===== src/rtl/sid_voice_osc.sv =====
// Oscillator stage of one SID voice: 24-bit phase accumulator with hard sync,
// ring modulation, test bit, 23-bit noise LFSR and pulse-width comparator.
module sid_voice_osc #(
  parameter logic [22:0] NOISE_SEED = 23'h7FFFF8
) (
  input  logic        clock,
  input  logic        reset,
  input  logic        ce_1m,
  input  logic [15:0] freq,
  input  logic [11:0] pw,
  input  logic [7:0]  control,
  input  logic        sync_in,
  input  logic        ring_msb_in,
  output logic        acc_msb,
  output logic        msb_rise,
  output logic [11:0] tri_out,
  output logic [11:0] wave_out,
  output logic [7:0]  osc_out
);

  logic [23:0] acc_q, acc_d;
  logic [22:0] lfsr_q, lfsr_d;
  logic        msb_rise_q, msb_rise_d;
  logic [11:0] tri_q, tri_d;
  logic [11:0] wave_q, wave_d;

  logic        ctl_sync, ctl_ring, ctl_test;
  logic [3:0]  wave_sel;
  logic [23:0] acc_sum;
  logic        tri_msb;
  logic [11:0] saw_w, pulse_w, noise_w;
  logic        gate_unused;

  always_comb begin
    ctl_sync    = control[1];
    ctl_ring    = control[2];
    ctl_test    = control[3];
    wave_sel    = control[7:4];
    gate_unused = control[0];
  end

  // Phase accumulator, sync/test zeroing and noise clocking on SID cycles.
  always_comb begin
    acc_sum    = acc_q + {8'h00, freq};
    acc_d      = acc_q;
    lfsr_d     = lfsr_q;
    msb_rise_d = msb_rise_q;
    if (ce_1m) begin
      if (ctl_test) begin
        acc_d      = '0;
        msb_rise_d = 1'b0;
        lfsr_d     = NOISE_SEED;
      end else if (ctl_sync && sync_in) begin
        acc_d      = '0;
        msb_rise_d = 1'b0;
      end else begin
        acc_d      = acc_sum;
        msb_rise_d = ~acc_q[23] & acc_sum[23];
        if (~acc_q[19] && acc_sum[19]) begin
          lfsr_d = {lfsr_q[21:0], lfsr_q[22] ^ lfsr_q[17]};
        end
      end
    end
  end

  // Waveform generators work from the pre-update state; several selected
  // waveforms are ANDed, accurate mixes come from the downstream ROMs.
  always_comb begin
    tri_msb = ctl_ring ? (acc_q[23] ^ ring_msb_in) : acc_q[23];
    tri_d   = {(tri_msb ? ~acc_q[22:12] : acc_q[22:12]), 1'b0};
    saw_w   = acc_q[23:12];
    pulse_w = (ctl_test || (acc_q[23:12] >= pw)) ? 12'hFFF : 12'h000;
    noise_w = {lfsr_q[22], lfsr_q[20], lfsr_q[16], lfsr_q[13],
               lfsr_q[11], lfsr_q[7],  lfsr_q[4],  lfsr_q[2], 4'h0};
    wave_d  = '1;
    if (wave_sel[0]) wave_d = wave_d & tri_d;
    if (wave_sel[1]) wave_d = wave_d & saw_w;
    if (wave_sel[2]) wave_d = wave_d & pulse_w;
    if (wave_sel[3]) wave_d = wave_d & noise_w;
    if (wave_sel == 4'h0) wave_d = '0;
  end

  always_ff @(posedge clock) begin
    if (reset) begin
      acc_q      <= '0;
      lfsr_q     <= NOISE_SEED;
      msb_rise_q <= 1'b0;
      tri_q      <= '0;
      wave_q     <= '0;
    end else begin
      acc_q      <= acc_d;
      lfsr_q     <= lfsr_d;
      msb_rise_q <= msb_rise_d;
      tri_q      <= tri_d;
      wave_q     <= wave_d;
    end
  end

  always_comb begin
    acc_msb  = acc_q[23];
    msb_rise = msb_rise_q;
    tri_out  = tri_q;
    wave_out = wave_q;
    osc_out  = wave_q[11:4];
  end

endmodule


===== config.mk =====
export PLATFORM = sky130hd
export DESIGN_NAME = sid_voice_osc
export DESIGN_NICKNAME = d
export VERILOG_FILES = /design/src/rtl/sid_voice_osc.sv
export SDC_FILE = /design/constraint.sdc
export NUM_CORES = 1
export LEC_CHECK = 0
export BUFFER_PORTS_ARGS = -buffer_cell sky130_fd_sc_hd__buf_2
export CAP_MARGIN = 20
export CORE_MARGIN = 4
export CORE_UTILIZATION = 35
export DETAILED_ROUTE_END_ITERATION = 10
export HOLD_SLACK_MARGIN = 0.05
export PLACE_DENSITY = 0.64
export SLEW_MARGIN = 15
export SYNTH_ARGS = -nofsm -noshare
export SYNTH_HDL_FRONTEND = slang
export SYNTH_SLANG_ARGS = --single-unit
export TNS_END_PERCENT = 100

===== constraint.sdc =====
create_clock -name clock -period 3.9 [get_ports clock]
set_input_delay 0 -clock clock [delete_from_list [all_inputs] [get_ports clock]]
set_output_delay 0 -clock clock [all_outputs]
set_load 0.01 [all_outputs]

* Yosys cells after proc, flatten, opt, wreduce, memory -nomap -nowiden *
Index checks and enable logic that the tools add are counted.

cells by class
  bitwise gates (word level) = 9
  multiplexer cells = 14
  add/subtract/negate cells = 1
  eq/ne operators = 1
  magnitude comparators = 1
  reductions and logical operators = 7

operators by type and width
  operator            number
  $mux 23             3
  $mux 12             5
  $mux 24             2
  $and 12x12->12      3
  $add 24x16->24      1
  $ge 12x12->1        1
  $mux 11             1
  $not 11->11         1
  $logic_not 4->1     1
  $mux 1              3
  $reduce_and 3->1    1
  $logic_and 1x1->1   2
  $ne 2x2->1 const B  1
  $not 1->1           2
  $reduce_bool 2->1   1
  $reduce_or 2->1     1
  $xor 1x1->1         2
  $and 1x1->1         1
  $logic_or 1x1->1    1

storage, ports and cells
  register bits after elaboration = 72

* Longest topological paths before layout *
  word-level depth = 10
  mapped depth = 13

* Worst setup path after synthesis *
No wires, ideal clock.

  kind = flip-flop to flip-flop
  start point = register acc_q[10]
  end point = register lfsr_q[10]
  stages on the path, launching flop included = 14
  library setup time = 0.117 ns
  arrival = 2.580 ns
  path buffers = 1
  slack = 1.203 ns
  data required time = 3.783 ns
  cell sequence = dfxtp_1 ha_1 a21oi_1 o21ai_1 and4_1 o41a_1 nor2_1 nor2_1 ha_1 and2_1 o21a_1 clkbuf_1 o22ai_1 nand2b_1

between the ends
  longest elaborated chain between the ends = 4

ends and longest elaborated chain
  item                         line  text
  start, declared              21    logic [23:0] acc_q, acc_d;
  start signal, assigned       85    acc_q <= '0;
  start signal, assigned       91    acc_q <= acc_d;
  $add 24x16->24               44    acc_sum = acc_q + {8'h00, freq};
  $logic_and 1x1->1            59    if (~acc_q[19] && acc_sum[19]) begin
  $reduce_bool 2->1 (no line)  --
  $reduce_and 3->1 (no line)   --
  end signal, assigned         92    lfsr_q <= lfsr_d;
  end, declared                22    logic [22:0] lfsr_q, lfsr_d;

No other way between the ends.
A chain may end at the register's enable or synchronous reset.

* Worst setup path after layout *
  start point = register acc_q[13]
  end point = register lfsr_q[19]

Same word-level chain as after synthesis.

==> qor.yml <==
outcome:
  outcome: "finished clean"
synth:
  synth_top_family_by_area: "compound AO/OA/AOI/OAI gates"
  syn_area_per_cell_um2: 8.65
  synth_compound_area_share_pct: 22.5
  muxShareOfSynthArea_pct: 0.300
  syn_nets: 506
  postSynthCellCount: 434
  synth-simple-area-share_pct: 17.0
  async_flop_share_pct: 0
  synth-seq-cells: 71
  synthXorXnorAreaFrac_pct: 6.06
  ys_seq_area_share_pct: 37.8
  synth_area_um2: 3760
  synth_cell_types: 53
  synth_edf_count: 0
  yosys_most_used_dff: "dfxtp_1"
  yosysWarnings: 0
  synth_fa_ha_area_share_pct: 10.5
timing:
  rsz0062_at_grt: "no"
  maxSlewHeadroom_pct: 50.1
  hold_viol: 0
  worst_pin_slew_ns: 0.747
  tns_ns: 0
  clock.fmax_mhz: 320
  period_share_pct: 80.2
  clock_skew_ns: 0.00862
  finalCriticalPeriod_ns: 3.13
  slew_violations: 0
  finalSetupViolCount: 0
  holdWs_ns: 0.0670
layout:
  nets: 572
  fillers: 1080
  final_common_cell: "buf_2"
  final_cells: 641
  area_growth_pct: 17.9
  antenna_cells: 0
  multi_input_area_um2: 2120
  drive_above_1_share_pct: 20.4
  regArea_um2: 1420
  most-common-layout-cells: "buf_2, dfxtp_1, nor2_1, ha_1, o22ai_1"
global_route:
  antenna_found_initial: 0
  met3_usage_pct: 4.89
  grt_use_met1_pct: 17.5
  grt_pass1_vias: 3239
  grt.overflow.total: 0
  grt_pass1_wl_um: 14900
  grt_max_degree: 30
  grt_use_total_pct: 14.5
  use_met2_pct: 24.7
  gr-max-usage-layer: "met2"
worst_setup_path:
  worst-path-max-fanout: 20
  crit_type: "flop to flop"
  crit_required_ns: 4.15
  start_kind: "flop"
  worstPathArrival_ns: 3.37
  worstSetupEndpointType: "flop"
power:
  power_density_nw_per_um2: 346
  ir_drop_mv: 0.141
  p_leak_nw: 1.93
die:
  io_pins: 75
  core_area_um2: 10400
  die_w_um: 112
  placementRows: 37
  die-area_um2: 12500
  start_util_pct: 36.2
  die_y_um: 112
routing:
  drc: 0
  dr.pass1.iters: 4
  vias: 3245
  wl_um: 8930
  wl_per_cell_um: 13.9
  viasPerCell: 5.06
  drtIter0Drc: 128
  antenna_left: 0
placement:
  gp_congestion: 0.793
  place_inst: 618
  io_buffer_count: 72
  dp_hpwl_um: 6780
clocking:
  clk_latency_ns: 0.35
  post_cts_buffers: 0
  root_buffer: "clkbuf_8"
  cts_tree: "done"
  numCtsBuffers: 9
  clkTransAtPathRegs_ns: 0.08
  cts.sinks: 71
  cts_buffer_depth: 2
  cts_hold_buf: 6
  cts-resized-gates: 0
  cts.htree.levels: 3
min_path:
  min-delay-path-class: "input pin to flop"
flow_run:
  maxCapViolCount: 0
==> logic make-up after synthesis <==
logic type | count (synthesis)
compound gates | 128
simple gates | 128
flops | 71
buf+inv | 48
fa+ha+maj | 31
xor+xnor | 26
other cells | 1
mux | 1
==> routing by layer <==
| layer | vias to the layer above | routed length (um) |
|---|---|---|
| met1 | 1481 | 4010 |
| met5 | - | 0 |
| met3 | 12 | 556 |
| li1 | 1667 | - |
| met2 | 85 | 4250 |
| met4 | 0 | 112 |
==> cells in the mapped netlist (all sizes together), types with 8 or more instances <==
master  count  share of area [%]
a211oi      8                1.6
o21ai      26                3.5
buf        11                2.1
xor2       17                4.0
nor2       36                3.6
clkbuf     17                1.7
o22ai      30                5.2
inv        20                2.0
a21oi      28                3.8
nand2      27                2.7
dfxtp      71                 38
ha         30                 10
xnor2       9                2.1
nand2b     28                4.7
==> per-stage QoR <==
stage / util (%) / setup slack [ns] / power (W) / instance area [um2]
after floorplan: - / 1.20 / 0.000921 / 3760
after global placement: 40.3 / 0.820 / 0.000980 / 4180
after detailed placement: 40.3 / 0.784 / 0.000985 / 4180
after CTS: 42.6 / 0.766 / 0.00155 / 4420
after global routing: 42.7 / 0.538 / 0.00161 / 4430
final: 42.7 / 0.771 / 0.00153 / 4430
==> state kept, by name, indices dropped and copies added (netlist names) <==
name / flops
acc_q: 24
tri_out: 11
msb_rise: 1
lfsr_q: 23
wave_out: 12
==> where the power goes <==
part	leakage [nW]	switching (W)	total, W	internal, W
registers	0.577	0.00000938	0.000752	0.000743
logic	1.26	0.000125	0.000220	0.0000953
clock network	0.0892	0.000317	0.000561	0.000244
==> critical path, cell delays in order, from the launching register on <==
cell	delay [ns]
dfxtp_1	0.49
ha_1	0.35
and2_1	0.19
and4_1	0.22
o41a_1	0.43
nor2_1	0.18
nor2_1	0.08
ha_1	0.22
and2_1	0.16
o21a_1	0.40
o22ai_1	0.23
nand2b_1	0.07
==> layout make-up <==
| class | count | area share, % |
|---|---|---|
| inverters | 20 | 1.70 |
| multi-input cells | 315 | 47.8 |
| clock inverters | 7 | 1.38 |
| clock buffers | 9 | 2.80 |
| flip-flops and latches | 71 | 32.1 |
| well taps | 136 | 3.84 |
| repair buffers | 83 | 10.3 |
==> final timing paths <==
kind                                        startpoint                       to  slack, ns  cells after the start
worst max-delay path            acc_q[13]$_SDFFE_PP0P_  lfsr_q[19]$_SDFFE_PP1P_       0.77                     11
worst min-delay path                           freq[1]    acc_q[1]$_SDFFE_PP0P_       0.07                      4
worst max register to register  acc_q[13]$_SDFFE_PP0P_  lfsr_q[19]$_SDFFE_PP1P_       0.77                     11
worst min register to register  acc_q[11]$_SDFFE_PP0P_   acc_q[11]$_SDFFE_PP0P_       0.45                      2
Power figures use the tool's default switching activity.
